File: config.mk
export PLATFORM = sky130hd
export DESIGN_NAME = ext_reg_initiator
export DESIGN_NICKNAME = d
export VERILOG_FILES = /design/src/rtl/ext_reg_pkg.sv /design/src/rtl/ext_reg_timer.sv /design/src/rtl/ext_reg_initiator.sv
export SDC_FILE = /design/constraint.sdc
export NUM_CORES = 1
export LEC_CHECK = 0
export CAP_MARGIN = 30
export CORE_MARGIN = 2
export CORE_UTILIZATION = 66
export CTS_BUF_LIST = sky130_fd_sc_hd__clkbuf_2
export CTS_CLUSTER_DIAMETER = 80
export CTS_CLUSTER_SIZE = 25
export DETAILED_ROUTE_END_ITERATION = 8
export DONT_BUFFER_PORTS = 1
export HOLD_SLACK_MARGIN = 0.1
export PLACE_DENSITY = 0.89
export SLEW_MARGIN = 20
export SYNTH_ARGS = -nofsm -noshare
export SYNTH_HDL_FRONTEND = slang
export SYNTH_HIERARCHICAL = 1
export SYNTH_SLANG_ARGS = --single-unit
File: constraint.sdc
create_clock -name clk -period 3.7 [get_ports clk]
set_input_delay 0.37 -clock clk [delete_from_list [all_inputs] [get_ports clk]]
set_output_delay 0.37 -clock clk [all_outputs]
set_load 0.01 [all_outputs]
File: src/rtl/ext_reg_pkg.sv
// Shared definitions for the external register initiator.
// Holds the transaction FSM state encoding and the timeout counter width.
// No logic; imported by ext_reg_initiator and ext_reg_timer.
package ext_reg_pkg;

    // Width of the ack timeout counter; TIMEOUT must fit (2..255).
    localparam int TMR_W = 8;

    typedef enum logic [1:0] {
        ST_IDLE  = 2'd0,
        ST_ISSUE = 2'd1,
        ST_WAIT  = 2'd2,
        ST_RESP  = 2'd3
    } state_t;

endpackage

File: src/rtl/ext_reg_timer.sv
// Ack timeout counter: counts cycles spent waiting for an external ack.
// Latency: expired is combinational on the cycle the count would reach LIMIT.
// Backpressure: none; clear has priority over enable.
//
// Ports: clk, rst (sync active-low), clear (force count to 0),
//        enable (count this cycle), expired (this enabled cycle is the LIMIT-th).
module ext_reg_timer
    import ext_reg_pkg::*;
#(
    parameter int LIMIT = 16
) (
    input  logic clk,
    input  logic rst,
    input  logic clear,
    input  logic enable,
    output logic expired
);

    logic [TMR_W-1:0] cnt;

    always_ff @(posedge clk) begin
        if (!rst) begin
            cnt <= '0;
        end else if (clear) begin
            cnt <= '0;
        end else if (enable) begin
            cnt <= cnt + 1'b1;
        end
    end

    // The count "reaches" LIMIT on the edge that ends this cycle.
    assign expired = enable && (cnt == TMR_W'(LIMIT - 1));

endmodule

File: src/rtl/ext_reg_initiator.sv
// Bridges a CPU register request to a one-hot external register request and
// returns the external ack (or a timeout/range error) to the CPU.
// Latency: req one cycle after accept; CPU ack one cycle after the external ack.
// Backpressure: cpu_req_stall is high whenever a transaction is outstanding.
//
// Ports: clk, rst (sync active-low);
//        CPU side   cpu_req/cpu_req_is_wr/cpu_subword/cpu_wr_data/cpu_wr_biten in,
//                   cpu_req_stall, cpu_rd_ack/err/data, cpu_wr_ack/err out;
//        external   req (one-hot per subword), req_is_wr, wr_data, wr_biten out,
//                   rd_ack/rd_data, wr_ack in.
module ext_reg_initiator
    import ext_reg_pkg::*;
#(
    parameter  int WIDTH    = 32,
    parameter  int SUBWORDS = 1,
    parameter  int TIMEOUT  = 16,
    localparam int IW       = (SUBWORDS > 1) ? $clog2(SUBWORDS) : 1
) (
    input  logic                clk,
    input  logic                rst,
    input  logic                cpu_req,
    input  logic                cpu_req_is_wr,
    input  logic [IW-1:0]       cpu_subword,
    input  logic [WIDTH-1:0]    cpu_wr_data,
    input  logic [WIDTH-1:0]    cpu_wr_biten,
    output logic                cpu_req_stall,
    output logic                cpu_rd_ack,
    output logic                cpu_rd_err,
    output logic [WIDTH-1:0]    cpu_rd_data,
    output logic                cpu_wr_ack,
    output logic                cpu_wr_err,
    output logic [SUBWORDS-1:0] req,
    output logic                req_is_wr,
    output logic [WIDTH-1:0]    wr_data,
    output logic [WIDTH-1:0]    wr_biten,
    input  logic                rd_ack,
    input  logic [WIDTH-1:0]    rd_data,
    input  logic                wr_ack
);

    state_t              state;
    state_t              state_nxt;
    logic                accept;
    logic                sub_ok;
    logic                ack_match;
    logic [SUBWORDS-1:0] req_onehot;
    logic                resp_vld;
    logic                resp_wr;
    logic                resp_err;
    logic                tmr_clear;
    logic                tmr_enable;
    logic                tmr_expired;

    // Subword decode; an out-of-range index never reaches the external side.
    always_comb begin
        req_onehot = '0;
        for (int i = 0; i < SUBWORDS; i++) begin
            req_onehot[i] = (cpu_subword == IW'(i));
        end
        sub_ok = (32'(cpu_subword) < 32'(SUBWORDS));
    end

    // req_is_wr doubles as the captured direction of the outstanding request.
    assign ack_match = req_is_wr ? wr_ack : rd_ack;

    // Counter is held at zero outside WAIT so every WAIT starts from 0.
    assign tmr_clear = (state != ST_WAIT);

    ext_reg_timer #(
        .LIMIT (TIMEOUT)
    ) u_timer (
        .clk     (clk),
        .rst     (rst),
        .clear   (tmr_clear),
        .enable  (tmr_enable),
        .expired (tmr_expired)
    );

    always_comb begin
        state_nxt  = state;
        accept     = 1'b0;
        resp_vld   = 1'b0;
        resp_wr    = req_is_wr;
        resp_err   = 1'b0;
        tmr_enable = 1'b0;
        case (state)
            ST_IDLE: begin
                if (cpu_req) begin
                    accept = 1'b1;
                    if (sub_ok) begin
                        state_nxt = ST_ISSUE;
                    end else begin
                        // Bad subword: answer immediately with an error.
                        state_nxt = ST_RESP;
                        resp_vld  = 1'b1;
                        resp_wr   = cpu_req_is_wr;
                        resp_err  = 1'b1;
                    end
                end
            end
            ST_ISSUE: begin
                state_nxt = ST_WAIT;
            end
            ST_WAIT: begin
                // Ack beats the timeout when both land on the same cycle.
                tmr_enable = !ack_match;
                if (ack_match) begin
                    state_nxt = ST_RESP;
                    resp_vld  = 1'b1;
                end else if (tmr_expired) begin
                    state_nxt = ST_RESP;
                    resp_vld  = 1'b1;
                    resp_err  = 1'b1;
                end
            end
            ST_RESP: begin
                state_nxt = ST_IDLE;
            end
            default: begin
                state_nxt = ST_IDLE;
            end
        endcase
    end

    // All outputs are registered from next-state decisions so they line up
    // with the state they belong to.
    always_ff @(posedge clk) begin
        if (!rst) begin
            state         <= ST_IDLE;
            cpu_req_stall <= 1'b0;
            req           <= '0;
            req_is_wr     <= 1'b0;
            wr_data       <= '0;
            wr_biten      <= '0;
            cpu_rd_ack    <= 1'b0;
            cpu_rd_err    <= 1'b0;
            cpu_rd_data   <= '0;
            cpu_wr_ack    <= 1'b0;
            cpu_wr_err    <= 1'b0;
        end else begin
            state         <= state_nxt;
            cpu_req_stall <= (state_nxt != ST_IDLE);
            // req is the captured subword, visible only for the ISSUE cycle.
            req           <= (accept && sub_ok) ? req_onehot : '0;
            if (accept) begin
                req_is_wr <= cpu_req_is_wr;
                wr_data   <= cpu_wr_data;
                wr_biten  <= cpu_wr_biten;
            end
            cpu_rd_ack    <= resp_vld && !resp_wr;
            cpu_rd_err    <= resp_vld && !resp_wr && resp_err;
            cpu_rd_data   <= (resp_vld && !resp_wr && !resp_err) ? rd_data : '0;
            cpu_wr_ack    <= resp_vld && resp_wr;
            cpu_wr_err    <= resp_vld && resp_wr && resp_err;
        end
    end

endmodule

==> results of run 1 <==
[logic make-up after synthesis]
kind of cell,share of synthesized area [%]
compound gates,14.39
xor+xnor,0.8705
fa+ha+maj,1.243
buf+inv,3.979
flops,56.20
mux,0.7461
simple gates,22.57
[metrics by stage]
| stage | worst slack [ps] | util, % | cell area, um^2 | std cells | hold WS [ps] |
|---|---|---|---|---|---|
| after detailed placement | 1318 | 67.77 | 4013 | 482 | 452.5 |
| after floorplan | 1599 | - | 4025 | 433 | 445.8 |
| after global placement | 1428 | 67.10 | 3973 | 480 | 449.7 |
==> impl_results.md, run 1 <==
- Post-DP HPWL: 6184 um
- Port Buf Inserts: 0
- Syn. warnings: 6
- Cts hold-fix bufs: 104
- Status: did not finish
- Share of the synthesized area in the top cell type: 56.20%
- Clock sink count: 113
- Clock root cell: clkbuf_2
- Post-cts sizing count: 0
- Setup Buffers After CTS: 0
- Unique masters post-synth: 36
- RD Place Congestion: 0.7890
- TritonCTS buffer count: 17
- Row cnt: 28
- Initial Util: 67.98%
- Cells after Synth: 433
- Syn_nets: 540
- Main area contributors after synthesis: dfxtp_1 (56%), nand2_1 (13%), a21boi_0 (12%)
- H-tree levels: 4
- Synthesized flop and latch total: 113
- Chip Width: 82.10 um
- Stage reached: clock tree synthesis (4_1_cts)
- Maximum buffer depth of the clock tree: 2
- Synth area leader: dfxtp_1
- Die Y-Extent: 82.10 um
- FFs w/ async S/R, synth: 0%
- Top-count cell post-synth: nand2_1
- Synth cell count leaders: nand2_1 (137), dfxtp_1 (113), a21boi_0 (66)
- Ports: 206
- Mapped cell area: 4025 um^2
- Register area share after synthesis: 56.20%
- Halt Reason: [ERROR RSZ-0060] Max buffer count reached.
- Post-synth EDFFs: 0
- Main synth FF type: dfxtp_1
- Post-Syn Area per Cell: 9.296 um^2
==> run 2, diff against run 1 <==
CORE_UTILIZATION = 40   (was 66)
CTS_BUF_LIST = default   (was sky130_fd_sc_hd__clkbuf_2)
CTS_CLUSTER_DIAMETER = default   (was 80)
CTS_CLUSTER_SIZE = default   (was 25)
HOLD_SLACK_MARGIN = default   (was 0.1)
PLACE_DENSITY = default   (was 0.89)
PLACE_DENSITY_LB_ADDON = 0.15   (was default)
==> impl_results.md, run 2 <==
- Adder-cell share of the synthesized area: 1.243%
- Comb power frac: 13.2%
- Clock sink count: 113
- Synth area leader: dfxtp_1
- Syn_nets: 540
- Multiplexer share of the synthesized area: 0.7460%
- Main area contributors after synthesis: dfxtp_1 (56%), nand2_1 (13%), a21boi_0 (12%)
- Main synth FF type: dfxtp_1
- Area of the core: 9774 um^2
- FFs w/ async S/R, synth: 0%
- Clk network pwr share: 44.0%
- Hold_sp: cpu_wr_data[30]
- Layout cells sized above 1: 7.992%
- R2r startpoint: req_is_wr$_SDFFE_PN0N_
- Die Y-Extent: 104.3 um
- Status: finished clean
- Cells after Synth: 433
- Top flop regs: cpu_rd_data: 32 flops, wr_biten: 32 flops, wr_data: 32 flops
- Mapped cell area: 4025 um^2
- Detailed Route WL: 9974 um
- HP Class: input pin to flip-flop
- Ports: 206
- Area Growth Syn to Fin: 34.75%
- Nets: 607
- LEAKAGE: 0.002060 uW
- Wire length per cell: 15.44 um
- Pwr dens: 690.4 nW/um^2
- Layout filler cell count: 865
- Vias per inst: 4.825
- Least-Margin Pin Slew: 680.2 ps
- Worst EP required: 4120 ps
- Tot GR Track Use: 18.26%
- Final period util: 65.64%
- Crit-path max FO: 8
- CTS tree: done
- N_diodes: 0
- Crit Path Category: flip-flop to flip-flop
- Complex-gate fraction of the synthesized area: 14.39%
- Hold WS: 23.50 ps
- Worst Hold Depth: 2
- Most frequent cells in the layout: nand2_1 (136), dfxtp_1 (113), dlygate4sd3_1 (72)
- Skew-Pair Late Insertion Delay: 500 ps
- Placed cell areas: 4091 um^2
- Switch share: 28.18%
- Initial Util: 41.18%
- Post-Syn Area per Cell: 9.296 um^2
- Worst EP arrival: 2850 ps
- H-tree levels: 4
- Top-count cell post-synth: nand2_1
- Register area share after synthesis: 56.20%
- Main combinational cell family by area after synthesis: simple AND/OR/NAND/NOR gates
- R2R depth: 7
- Layout Skew: 9.059 ps
- Hold Fails Final Rpt: 0
- Residual DRC count: 0
- Global-route wire length before repair: 15,760 um
- Cell Int Power: 2689 uW
- Antenna viol nets, final: 0
- Unrepaired setup endpoints after global routing: false
- DR pass1 iterations: 4
- Initial antenna violation count: 0
- Grt total ovfl: 0
- Share of the synthesized area in the top cell type: 56.20%
- Critical Path Source Type: flip-flop
- Rel. slew slack: 54.31%
- Synthesized flop and latch total: 113
- Critical Path End Type: flip-flop
- Die footprint: 10,880 um^2
- Clock root cell: clkbuf_8
- NetSw: 1055 uW
- Fin Setup TNS: 0 ps
- Final setup viols: 0
- Vias in the first global route: 3,231
- RD Place Congestion: 0.7628
- Hold endpoint: wr_data[30]$_SDFFE_PN0N_
- Maximum buffer depth of the clock tree: 2
- Max-slew violation count: 0
- Commonest non-fill, non-tap cell in the layout: nand2_1
- Synth Area in XOR/XNOR: 0.8704%
- Flop pwr share: 42.8%
- Synth cell count leaders: nand2_1 (137), dfxtp_1 (113), a21boi_0 (66)
- Min Tclk post-route: 2429 ps
- Worst vdd ir: 0.0003165 V
- Max-Cap Viols: 0
- Largest net degree at the start of global routing: 74
- Post-DP HPWL: 6312 um
- Initial DRC Count: 206
- Unique masters post-synth: 36
- Row cnt: 36
- Final instance area: 5424 um^2
- TritonCTS buffer count: 17
- DR vias: 3,117
- Clock Pin Slew Worst Setup and Hold Paths: 60 ps
- Worst r2r dst: cpu_wr_err$_SDFF_PN0_
- Syn. warnings: 6
- FF-to-FF setup slack: 1270 ps
- Post-synth EDFFs: 0
- Port Buf Inserts: 0
- Chip Width: 104.3 um
- Fmax: 411.7 MHz
- Simple-Gate Fraction of Synth Area: 22.57%
run 2: area by class of cell:
class	instances	area, um^2	area share (%)
Sequential cell	113	2262	41.71
Inverter	3	11.26	0.2076
Clock buffer	21	459.2	8.466
Multi-Input combinational cell	289	1605	29.60
Tap cell	133	166.4	3.068
Timing Repair Buffer	76	767.0	14.14
Clock inverter	11	152.6	2.814
run 2: worst max-delay path by stage:
stage	from	to	depth (start not counted)
global placement	req_is_wr$_SDFFE_PN0N_	cpu_wr_err$_SDFF_PN0_	7
floorplan	req_is_wr$_SDFFE_PN0N_	cpu_wr_err$_SDFF_PN0_	9
finish	req_is_wr$_SDFFE_PN0N_	cpu_wr_err$_SDFF_PN0_	7
global route	req_is_wr$_SDFFE_PN0N_	cpu_wr_err$_SDFF_PN0_	7
CTS	req_is_wr$_SDFFE_PN0N_	cpu_wr_err$_SDFF_PN0_	7
detailed placement	req_is_wr$_SDFFE_PN0N_	cpu_wr_err$_SDFF_PN0_	7
run 2: kinds of logic (layout without fill, tap and decap cells):
| family | after synthesis | after routing |
|---|---|---|
| adder cells (fa/ha/maj) | 4 | 4 |
| buffers and inverters | 31 | 111 |
| AND/OR/NAND/NOR | 198 | 198 |
| XOR/XNOR | 4 | 4 |
| AO/OA/AOI/OAI | 80 | 80 |
| multiplexers | 3 | 3 |
| flip-flops | 113 | 113 |
run 2: power groups by stage:
stage	clock network, uW	logic, uW	registers [uW]
after floorplan	0	383	1580
final	1650	495	1600
after global routing	1750	570	1620
after global placement	0	404	1630
after CTS	1690	500	1610
after detailed placement	0	439	1630
run 2: routing by layer:
layer	share of wire, %	GRT usage, %	vias up
met5	0	0	-
met4	2.3	8.784	0
met3	7.9	7.957	23
met2	50	31.84	128
met1	39	18.66	1426
li1	-	-	1540
run 2: what timing repair did:
action / in CTS / in global routing
setup buffers: 0 / 0
gates resized for setup: 0 / 0
hold endpoints to repair: 72 / 1
hold buffers: 71 / 1
run 2: critical path, stage by stage, from the launching register on:
cell	delay, ps
dfxtp_1	600
mux2i_1	280
and2_1	290
nand4_2	180
nor2_1	280
nand2_1	100
or4b_1	480
a21boi_1	150
run 2: stage by stage:
step | std cells | power (uW) | utilization (%) | setup slack (ps)
floorplan | 433 | 1963 | - | 1599
finish | 646 | 3744 | 55.49 | 1271
global placement | 540 | 2033 | 41.54 | 1350
detailed placement | 542 | 2070 | 41.86 | 1309
CTS | 645 | 3794 | 55.39 | 1282
global route | 646 | 3939 | 55.49 | 1045
Note: power is estimated with default switching activity, not from simulation.
==> run 3, diff against run 2 <==
ABC_AREA = 1   (was default)
clock period = 2.5 ns   (was 3.7 ns; I/O delays follow)
==> impl_results.md, run 3 <==
- Clk network pwr share: 37.7%
- Cells after Synth: 489
- Die footprint: 10,830 um^2
- Port Buf Inserts: 0
- Most frequent cells in the layout: nor2_1 (146), dfxtp_1 (113), dlygate4sd3_1 (100)
- Residual DRC count: 0
- NetSw: 1862 uW
- Tot GR Track Use: 19.65%
- Antenna viol nets, final: 0
- Min Tclk post-route: 2169 ps
- Initial antenna violation count: 0
- DR vias: 3,479
- Synthesized flop and latch total: 113
- Placed Instances: 603
- Post-synth EDFFs: 0
- Post-route insts no fill: 736
- Wire length per cell: 14.08 um
- DR pass1 iterations: 4
- Vias in the first global route: 3,439
- CTS tree: done
- Layout Skew: 10.33 ps
- Layout filler cell count: 858
- Top-count cell post-synth: nor2_1
- Least-Margin Pin Slew: 586.9 ps
- Layout cells sized above 1: 12.77%
- Unrepaired setup endpoints after global routing: false
- Final WS setup: 331.0 ps
- Switch share: 31.46%
- Commonest non-fill, non-tap cell in the layout: nor2_1
- Die Y-Extent: 104.0 um
- Clock Pin Slew Worst Setup and Hold Paths: 50 ps
- Final setup viols: 0
- Synth area leader: dfxtp_1
- Share of the synthesized area in the top cell type: 56.50%
- Fmax: 461.0 MHz
- FFs w/ async S/R, synth: 0%
- Syn_nets: 596
- Row cnt: 36
- Clock root cell: clkbuf_8
- Grt total ovfl: 0
- Crit Path Category: flip-flop to flip-flop
- Detailed Route WL: 10,360 um
- Area of the core: 9729 um^2
- HP Class: input pin to flip-flop
- Maximum buffer depth of the clock tree: 2
- Max-Cap Viols: 0
- H-tree levels: 4
- Setup WS pre-CTS: 202.2 ps
- Synth cell count leaders: nor2_1 (146), dfxtp_1 (113), o21ai_0 (62)
- Worst EP required: 2880 ps
- Vias per inst: 4.727
- Final period util: 86.76%
- Hold Fails Final Rpt: 0
- Skew-Pair Late Insertion Delay: 510 ps
- N_diodes: 0
- TritonCTS buffer count: 17
- Setup Buffers After CTS: 0
- Critical Path End Type: flip-flop
- Unique masters post-synth: 25
- Clock sink count: 113
- Initial DRC Count: 138
- Rel. slew slack: 60.87%
- Global-route wire length before repair: 16,700 um
- LEAKAGE: 0.002433 uW
- Pwr dens: 1041 nW/um^2
- Ports: 206
- Worst EP arrival: 2550 ps
- Tot Pwr: 5919 uW
- Largest net degree at the start of global routing: 69
- Main synth FF type: dfxtp_1
- RD Place Congestion: 0.7584
- Mapped cell area: 4004 um^2
- Post-Syn Area per Cell: 8.188 um^2
- Initial Util: 41.15%
- Chip Width: 104.0 um
- Worst vdd ir: 0.0005042 V
- R2R depth: 13
- Cell Int Power: 4057 uW
- Nets: 697
- Register area share after synthesis: 56.50%
- Top flop regs: cpu_rd_data: 32 flops, wr_biten: 32 flops, wr_data: 32 flops
- Hold WS: 24.43 ps
- Flop pwr share: 45.3%
- Fin Setup TNS: 0 ps
- Syn. warnings: 6
- Max-slew violation count: 0
- Worst Hold Depth: 3
- Area Growth Syn to Fin: 42.00%
- Critical Path Source Type: flip-flop
- Post-DP HPWL: 6283 um
- Status: finished clean
- Comb power frac: 17.0%
- Crit-path max FO: 32
- Main area contributors after synthesis: dfxtp_1 (57%), nor2_1 (14%), o21ai_0 (7.8%)
## run 3: cell count changes after synthesis, sizes merged, moves of 6 or more
cell    before  now
nand3        1    7
nand2      137   30
a21boi      67    0
inv          3   50
nor2         8  180
o21ai        5   67
and2        34    0
## run 3: timing repair
item                                    in CTS  in global routing
gates resized for setup                      0                  1
endpoints found under the setup margin       0                 29
hold buffers                               101                  0
hold endpoints to repair                   109                  0
## run 3: final timing paths
path                                from                          end  slack (ps)
max reg2reg          state[0]$_SDFF_PN0_   cpu_rd_data[20]$_SDFF_PN0_         330
max                  state[0]$_SDFF_PN0_   cpu_rd_data[20]$_SDFF_PN0_         330
min                              cpu_req          state[1]$_SDFF_PN0_          20
min reg2reg  u_timer/cnt[2]$_SDFFE_PP0P_  u_timer/cnt[2]$_SDFFE_PP0P_         490
## run 3: kinds of logic after synthesis
kind of cell	synth area share [%]
adder cells (fa/ha/maj)	1.250
AND/OR/NAND/NOR	24.91
buffers and inverters	7.719
flip-flops	56.50
AO/OA/AOI/OAI	9.625
## run 3: per-stage QoR
stage | area (um^2) | util (%)
floorplan | 4004 | -
global placement | 4094 | 42.08
detailed placement | 4094 | 42.08
CTS | 5682 | 58.40
global route | 5685 | 58.44
finish | 5685 | 58.44
## run 3: routing by layer
layer	global-route usage, %	vias to the layer above	part of all wire (%)
met1	21.32	1597	41
met5	0	-	0
met4	9.170	0	2.5
li1	-	1716	-
met3	7.769	23	7.0
met2	33.60	143	50
## run 3: worst max-delay path, stage by stage (launching register included)
cell and delay (ps):
dfxtp_1 300, inv_1 100, ha_1 200, inv_1 90
nor2_1 150, inv_1 70, or2_1 210, nor3_2 180
nand4_1 110, nand2_1 70, inv_1 80, nand3_4 70
buf_6 340, nor2_2 70
## run 3: layout make-up
type	count	area (um^2)	area share, %
clock buffers	23	486.7	8.561
clock inverters	9	80.08	1.408
inverters	50	187.7	3.301
multi-input cells	303	1435	25.24
flip-flops and latches	113	2262	39.79
well taps	133	166.4	2.927
repair buffers	105	1067	18.77
## run 3: power by group through the flow
stage	combinational [uW]	clock, uW	sequential (uW)
2_1_floorplan	732	0	2610
3_3_place_gp	830	0	2710
3_5_place_dp	861	0	2720
4_1_cts	1010	2280	2680
5_1_grt	1170	2380	2710
6_report	1010	2230	2680
